--- config.mk ---
export PLATFORM = sky130hd
export DESIGN_NAME = fnd_sum_display
export DESIGN_NICKNAME = d
export VERILOG_FILES = /design/src/rtl/fnd_sum_display.sv
export SDC_FILE = /design/constraint.sdc
export NUM_CORES = 1
export LEC_CHECK = 0
export CAP_MARGIN = 25
export CORE_MARGIN = 1.5
export CORE_UTILIZATION = 60
export DETAILED_ROUTE_END_ITERATION = 8
export PLACE_DENSITY = 0.95
export SETUP_SLACK_MARGIN = 0.15
export SLEW_MARGIN = 10
export SYNTH_ARGS = -nofsm -noshare
export SYNTH_HDL_FRONTEND = slang
export SYNTH_SLANG_ARGS = --single-unit
--- constraint.sdc ---
create_clock -name clk -period 7.2 [get_ports clk]
set_clock_uncertainty 0.1 [all_clocks]
set_input_delay 1.44 -clock clk [delete_from_list [all_inputs] [get_ports clk]]
set_output_delay 1.44 -clock clk [all_outputs]
set_load 0.02 [all_outputs]
--- src/rtl/fnd_sum_display.sv ---
// fnd_sum_display
// Takes the 9-bit adder result {co, so}, converts it to BCD with an iterative
// double-dabble (one shift per clock), and drives a 4-digit common-anode
// 7-segment display by time-multiplexing the digit enables.
// The displayed value only changes once a conversion has fully completed.

module fnd_sum_display #(
    parameter int SCAN_DIV = 100_000,   // clocks per digit slot (>= 2)
    parameter bit BLANK_LZ = 1'b1       // 1: blank leading zeros
) (
    input  logic        clk,
    input  logic        rst_n,
    input  logic        sum_vld,
    input  logic [8:0]  sum_in,
    output logic        busy,
    output logic [11:0] bcd_out,
    output logic [3:0]  fnd_com,
    output logic [7:0]  fnd_font
);

    localparam int CW = (SCAN_DIV > 2) ? $clog2(SCAN_DIV) : 1;

    typedef enum logic [0:0] {
        ST_IDLE = 1'b0,
        ST_CONV = 1'b1
    } state_t;

    state_t        state_r;
    state_t        state_nxt_s;

    logic [8:0]    bin_r;         // binary bits still to be shifted in
    logic [11:0]   bcd_r;         // BCD scratch, invisible until done
    logic [3:0]    step_r;        // shift steps already taken
    logic [11:0]   bcd_out_r;     // last completed result

    logic [CW-1:0] scan_cnt_r;
    logic [1:0]    dig_idx_r;

    logic          start_s;
    logic          last_step_s;
    logic [11:0]   bcd_adj_s;
    logic [20:0]   shift_s;
    logic [3:0]    digit_s;
    logic          blank_s;

    // Double-dabble correction: a nibble of 5 or more would exceed 9 after
    // doubling, so bias it by 3 before the shift.
    function automatic logic [3:0] dabble_adj(input logic [3:0] nib);
        logic [3:0] res;
        if (nib >= 4'd5) begin
            res = nib + 4'd3;
        end else begin
            res = nib;
        end
        return res;
    endfunction

    // Active-low segment pattern {dp,g,f,e,d,c,b,a}, dp never lit.
    function automatic logic [7:0] seg_font(input logic [3:0] nib);
        logic [7:0] seg;
        case (nib)
            4'd0:    seg = 8'hC0;
            4'd1:    seg = 8'hF9;
            4'd2:    seg = 8'hA4;
            4'd3:    seg = 8'hB0;
            4'd4:    seg = 8'h99;
            4'd5:    seg = 8'h92;
            4'd6:    seg = 8'h82;
            4'd7:    seg = 8'hF8;
            4'd8:    seg = 8'h80;
            4'd9:    seg = 8'h90;
            default: seg = 8'hFF;
        endcase
        return seg;
    endfunction

    // Control strobes: accept a new sum only when idle; flag the ninth shift.
    always_comb begin
        start_s     = (state_r == ST_IDLE) && sum_vld;
        last_step_s = (state_r == ST_CONV) && (step_r == 4'd8);
    end

    // One double-dabble step: adjust each BCD nibble, then shift {bcd, bin} left.
    always_comb begin
        bcd_adj_s = {dabble_adj(bcd_r[11:8]), dabble_adj(bcd_r[7:4]), dabble_adj(bcd_r[3:0])};
        shift_s   = {bcd_adj_s, bin_r} << 1;
    end

    // FSM state register.
    always_ff @(posedge clk or negedge rst_n) begin
        if (!rst_n) begin
            state_r <= ST_IDLE;
        end else begin
            state_r <= state_nxt_s;
        end
    end

    // FSM next-state: IDLE -> CONV on a strobe, CONV -> IDLE after nine shifts.
    always_comb begin
        state_nxt_s = state_r;
        case (state_r)
            ST_IDLE: begin
                if (sum_vld) begin
                    state_nxt_s = ST_CONV;
                end else begin
                    state_nxt_s = ST_IDLE;
                end
            end
            ST_CONV: begin
                if (step_r == 4'd8) begin
                    state_nxt_s = ST_IDLE;
                end else begin
                    state_nxt_s = ST_CONV;
                end
            end
            default: state_nxt_s = ST_IDLE;
        endcase
    end

    // FSM outputs: busy is simply "conversion in flight".
    always_comb begin
        busy = 1'b0;
        case (state_r)
            ST_IDLE: busy = 1'b0;
            ST_CONV: busy = 1'b1;
            default: busy = 1'b0;
        endcase
    end

    // Conversion datapath: load on accept, shift once per CONV cycle.
    always_ff @(posedge clk or negedge rst_n) begin
        if (!rst_n) begin
            bin_r  <= 9'd0;
            bcd_r  <= 12'h000;
            step_r <= 4'd0;
        end else if (start_s) begin
            bin_r  <= sum_in;
            bcd_r  <= 12'h000;
            step_r <= 4'd0;
        end else if (state_r == ST_CONV) begin
            bcd_r  <= shift_s[20:9];
            bin_r  <= shift_s[8:0];
            step_r <= step_r + 4'd1;
        end else begin
            bin_r  <= bin_r;
            bcd_r  <= bcd_r;
            step_r <= step_r;
        end
    end

    // Published result: updated only on the final shift so the display never
    // sees partial data.
    always_ff @(posedge clk or negedge rst_n) begin
        if (!rst_n) begin
            bcd_out_r <= 12'h000;
        end else if (last_step_s) begin
            bcd_out_r <= shift_s[20:9];
        end else begin
            bcd_out_r <= bcd_out_r;
        end
    end

    assign bcd_out = bcd_out_r;

    // Free-running scan timer; advances the digit index once per slot.
    always_ff @(posedge clk or negedge rst_n) begin
        if (!rst_n) begin
            scan_cnt_r <= '0;
            dig_idx_r  <= 2'd0;
        end else if (scan_cnt_r == CW'(SCAN_DIV - 1)) begin
            scan_cnt_r <= '0;
            dig_idx_r  <= dig_idx_r + 2'd1;
        end else begin
            scan_cnt_r <= scan_cnt_r + CW'(1);
            dig_idx_r  <= dig_idx_r;
        end
    end

    // Digit select and leading-zero detection for the current slot.
    always_comb begin
        digit_s = 4'd0;
        blank_s = 1'b0;
        case (dig_idx_r)
            2'd0: begin
                digit_s = bcd_out_r[3:0];
                blank_s = 1'b0;
            end
            2'd1: begin
                digit_s = bcd_out_r[7:4];
                blank_s = (bcd_out_r[11:8] == 4'd0) && (bcd_out_r[7:4] == 4'd0);
            end
            2'd2: begin
                digit_s = bcd_out_r[11:8];
                blank_s = (bcd_out_r[11:8] == 4'd0);
            end
            2'd3: begin
                digit_s = 4'd0;
                blank_s = 1'b1;
            end
            default: begin
                digit_s = 4'd0;
                blank_s = 1'b0;
            end
        endcase
    end

    // Pin drive: active-low one-hot digit enable plus segment pattern.
    always_comb begin
        fnd_com  = 4'b1110;
        fnd_font = 8'hFF;
        case (dig_idx_r)
            2'd0:    fnd_com = 4'b1110;
            2'd1:    fnd_com = 4'b1101;
            2'd2:    fnd_com = 4'b1011;
            2'd3:    fnd_com = 4'b0111;
            default: fnd_com = 4'b1110;
        endcase
        if (BLANK_LZ && blank_s) begin
            fnd_font = 8'hFF;
        end else begin
            fnd_font = seg_font(digit_s);
        end
    end

endmodule

# Yosys cells after proc, flatten, opt, wreduce, memory -nomap -nowiden

Memory sizes are Yosys's and may differ from the RTL's.
Index checks and enable logic that the tools add are counted.

Shift operators: 0
Mux-type cells: 18
Eq/ne operators: 5
Div/mod/pow operators: 0
$mul: 0
Bitwise gates (word level): 1
Reductions and logical operators: 7
$lt $le $gt $ge: 3
Add/sub/neg operators: 6

Operator list:

| operator                                                              | number |
|---|---|
| 4-bit case mux with 4 select lines                                    | 2 |
| 12-bit two-way mux                                                    | 2 |
| 9-bit two-way mux                                                     | 2 |
| 17-bit by 1-bit adder with 17-bit output, second input constant       | 1 |
| 17-bit == test, second input constant                                 | 1 |
| 17-bit two-way mux                                                    | 1 |
| 4-bit two-way mux                                                     | 4 |
| 4-bit by 3-bit >= comparator with 1-bit output, second input constant | 3 |
| 4-bit by 2-bit adder with 4-bit output, second input constant         | 2 |
| 4-bit zero test                                                       | 2 |
| 8-bit two-way mux                                                     | 1 |
| 4-bit by 1-bit adder with 4-bit output, second input constant         | 1 |
| 2-bit == test, second input constant                                  | 2 |
| 4-bit == test, second input constant                                  | 1 |
| 1-bit case mux with 2 select lines                                    | 2 |
| 1-bit case mux with 4 select lines                                    | 1 |
| 3-bit by 2-bit adder with 3-bit output, second input constant         | 1 |
| 1-bit logical AND                                                     | 3 |
| 3-bit two-way mux                                                     | 1 |
| 2-bit by 1-bit adder with 2-bit output, second input constant         | 1 |
| 2-bit by 1-bit == test with 1-bit output, second input constant       | 1 |
| 2-bit zero test                                                       | 1 |
| 1-bit two-way mux                                                     | 2 |
| 2-bit nonzero test                                                    | 1 |
| 1-bit NOT                                                             | 1 |

Bits in writable memories: 0
Flip-flop bits (word level): 57
Bits in latches: 0
Memory bits (read-only): 112
Memories: 1
Bits of input ports: 12

Memories:

| name             | depth | width | read ports | clocked after Yosys merged registers in | wr ports | RTL line | source |
|---|---|---|---|---|---|---|---|
| (name not given) | 16    | 7     | 1          | 0                                       | 0        | 61       | `case (nib)` |

# Depth between registers and ports, before layout

Depth in word-level cells: 4
Depth in mapped cells: 9
Depth with buffers taken out: 8

# Worst setup path before layout

OpenSTA, ideal clock, no wires.

Path type: register to output
Start: register dig_idx_r[0]
End: output fnd_font[2]
Data required time: 5.660 ns
Stages on the path, launching flop included: 9
Buffers on the path: 1
Slack: 3.309 ns
Arrival: 2.351 ns
Cell sequence: dfrtp_1 -> inv_1 -> ha_1 -> clkbuf_1 -> nand2_1 -> o21ai_1 -> ha_1 -> inv_1 -> o311ai_0

Cells in the longest elaborated chain, start to end: 4
Elaborated cells on any way between the ends: 8

Ends and longest elaborated chain:

| item                                        | RTL line | source |
|---|---|---|
| from (decl)                                 | 37       | `logic [1:0] dig_idx_r;` |
| from (signal assigned)                      | 172      | `dig_idx_r <= dig_idx_r + 2'd1;` |
| from (signal assigned)                      | 175      | `dig_idx_r <= dig_idx_r;` |
| 2-bit == test, or another cell as far along | 183      | `case (dig_idx_r)` |
| 4-bit case mux with 4 select lines          | 183      |  |
| memory 16 x 7 bit                           | n/a      |  |
| 8-bit two-way mux (*)                       | 218      | `if (BLANK_LZ && blank_s) begin` |
| to (decl)                                   | 18       | `output logic [7:0] fnd_font` |

Mark *: on every way between the ends. The rest lies on a longest branch, timed or not.

# Worst setup path after layout

Same ends and word-level chain as after synthesis.

==> qor.csv <==
metric,value,unit
status,finished clean,
die area,5560,um^2
Post-synth EDFFs,0,
worst hold-check path type,flip-flop to flip-flop,
CTS Hold Bufs,0,
crit path time final,4.62,ns
Seq pwr share,32.6,%
Power per Cell Area,421,nW/um^2
GR Overflow Total,0,
CP Cell Sequence,"inv_1, ha_1, a22oi_1, o21ai_1, ha_1, inv_1, o311ai_0, clkdlybuf4s50_1",
FMAX,216,MHz
internal power,0.990,mW
Vias,2359,
Detailed Route WL,6360,um
hpwl dp,4360,um
n_diodes,0,
worst skew pair latency,0.34,ns
routed len/inst,15.8,um
Mapped Avg Cell Area,10.4,um^2
Mapped Cells,295,
worst slew pin tran,0.890,ns
max_cap viols,0,
GPL Wtd Cong,0.910,
total CTS buffers,9,
GRT Util Overall,25.6,%
startpoint types,flip-flop,
vias in the first global route,2311,
# rows,25,
IO Pins,37,
post-synthesis net count,323,
Synth cell types,50,
final max-slew violation count,0,
period utilisation layout,64.2,%
Logic pwr share,43.2,%
Post-synth ARST share,100,%
layout cell share with drive strength beyond 1,10.7,%
top cell type's share of synthesized area,46.4,%
"top cells by area, synth","dfrtp_1, ha_1, mux2i_1",
DRT iter0 DRCs,212,
maximum fanout along the worst path,8,
Sw Ratio,36.8,%
crit path capture type,primary output,
dpl cells,387,
synth cell count leaders,"dfrtp_1, nand2_1, o21ai_0",
largest area contributor in the netlist,dfrtp_1,
Fin Setup TNS,0,ns
clock share of power,24.2,%
Yosys reg bits,57,
CP peak stage delay,0.67,ns
VDD IR max,248,uV
final setup vio count,0,
initial core utilization,63.8,%
final cell count without fillers,403,
clock buffer depth,2,
Ys Warns,0,
CTS tree,yes,
I/O Buffers,35,
post_cts resized,0,
WHS,0.380,ns
top cell family by delay on the critical path,compound AO/OA/AOI/OAI gates,
sequential fraction of the synthesis area,46.4,%
fin nets,359,
CP Data Arrival Time,3.08,ns
htree depth,3,
largest net degree at the start of global routing,58,
Sw Pwr,0.576,mW
Post-CTS Setup Inserts,0,
Crit-path slowest cell,clkdlybuf4s50_1,
most frequent cell after synthesis,dfrtp_1,
Area Growth Syn to Fin,21.1,%
RSZ-0062 raised after global routing,false,
final hold vios,0,
post-route ant nets,0,
Mapped Area,3070,um^2
first-pass GRT wire length,10700,um
Root Buffer,clkbuf_8,
"Clk pin slew, worst setup/hold paths",0.07,ns
drt drc,0,
drt pass-1 iters,5,
Sink Count,57,
Core Area,4820,um^2
WS Path Type,flip-flop to primary output,
Die Wd,74.6,um
CP bufs+invs,3,
initial antenna violation count,0,
vias per inst,5.85,
Die Y,74.6,um
Leak,1.73,nW
Worst slew margin,40.4,%
critical path required time,5.66,ns
"Top FF cell, synth",dfrtp_1,
## layout by cell type (no fill, tap or decap), types with 2 or more instances in the layout
| cell type | n |
|---|---|
| a211oi_1 | 3 |
| a21o_1 | 3 |
| a21oi_1 | 5 |
| a221oi_1 | 2 |
| a22o_1 | 10 |
| a22oi_1 | 2 |
| and3_1 | 2 |
| and4_1 | 3 |
| buf_4 | 2 |
| bufinv_16 | 3 |
| clkbuf_8 | 11 |
| clkdlybuf4s50_1 | 34 |
| dfrtp_1 | 57 |
| ha_1 | 16 |
| inv_1 | 18 |
| mux2_2 | 11 |
| mux2i_1 | 15 |
| nand2_1 | 27 |
| nand2b_1 | 6 |
| nand3_1 | 6 |
| nand4_1 | 6 |
| nand4b_1 | 2 |
| nor2_1 | 17 |
| nor2b_1 | 2 |
| nor3_1 | 2 |
| nor4_1 | 3 |
| o2111ai_1 | 2 |
| o21a_1 | 2 |
| o21ai_0 | 19 |
| o311ai_0 | 2 |
| o31ai_1 | 2 |
| or3_1 | 2 |
| xnor2_1 | 11 |
| xor2_1 | 9 |
## sequential cells by signal, summed over array words and instances (netlist names)
| signal | cells |
|---|---|
| bcd_out | 12 |
| bcd_r | 12 |
| state_r | 1 |
| bin_r | 9 |
| dig_idx_r | 2 |
| step_r | 4 |
| scan_cnt_r | 17 |
## routing by layer
metal / track usage (%) / up-vias / share of wire [%]
li1: - / 1117 / -
met5: 0 / - / 0
met4: 9.49 / 0 / 1.5
met2: 41.7 / 78 / 49
met3: 6.50 / 12 / 4.8
met1: 33.1 / 1152 / 45
## worst paths after layout
kind	startpoint	cells after the start	slack [ns]	to
worst min register to register	step_r[3]	1	0.38	step_r[3]
worst min-delay path	step_r[3]	1	0.38	step_r[3]
worst max-delay path	dig_idx_r[0]	8	2.58	fnd_font[2]
min in group asynchronous	rst_n	2	1.11	scan_cnt_r[11]
max in group asynchronous	rst_n	2	5.41	step_r[3]
worst max register to register	scan_cnt_r[0]	5	4.89	dig_idx_r[1]
## per-stage QoR
stage                     setup WS [ns]  power, mW  area (um^2)  util (%)
final                              2.58       1.57         3720      77.2
after global routing               2.37       1.66         3720      77.2
after CTS                          2.60       1.57         3720      77.2
after detailed placement           2.98       1.18         3470      72.0
after global placement             3.14       1.15         3470      72.0
after floorplan                    3.31      0.947         3070         -
## cell families after synthesis
family          synth area share (%)
simple gates                    15.6
mux                             9.41
buf+inv                         3.83
xor+xnor                        5.70
other cells                    0.122
fa+ha+maj                       6.51
flops                           46.4
compound gates                  12.4
## area by class of cell
cell class	count	area [um^2]
timing repair buffer	37	360
fill	327	1100
sequential	57	1430
clock inverter	4	98.8
tap	67	83.8
multi-input combinational	208	1530
inverter	18	67.6
clock buffer	12	155
## power groups by stage
stage | combinational, mW | clock [mW] | sequential (mW)
after detailed placement | 0.672 | 0 | 0.513
after CTS | 0.680 | 0.382 | 0.509
final | 0.677 | 0.379 | 0.510
after global placement | 0.640 | 0 | 0.508
after floorplan | 0.419 | 0 | 0.528
after global routing | 0.746 | 0.394 | 0.523
(Power assumes the default switching activity.)
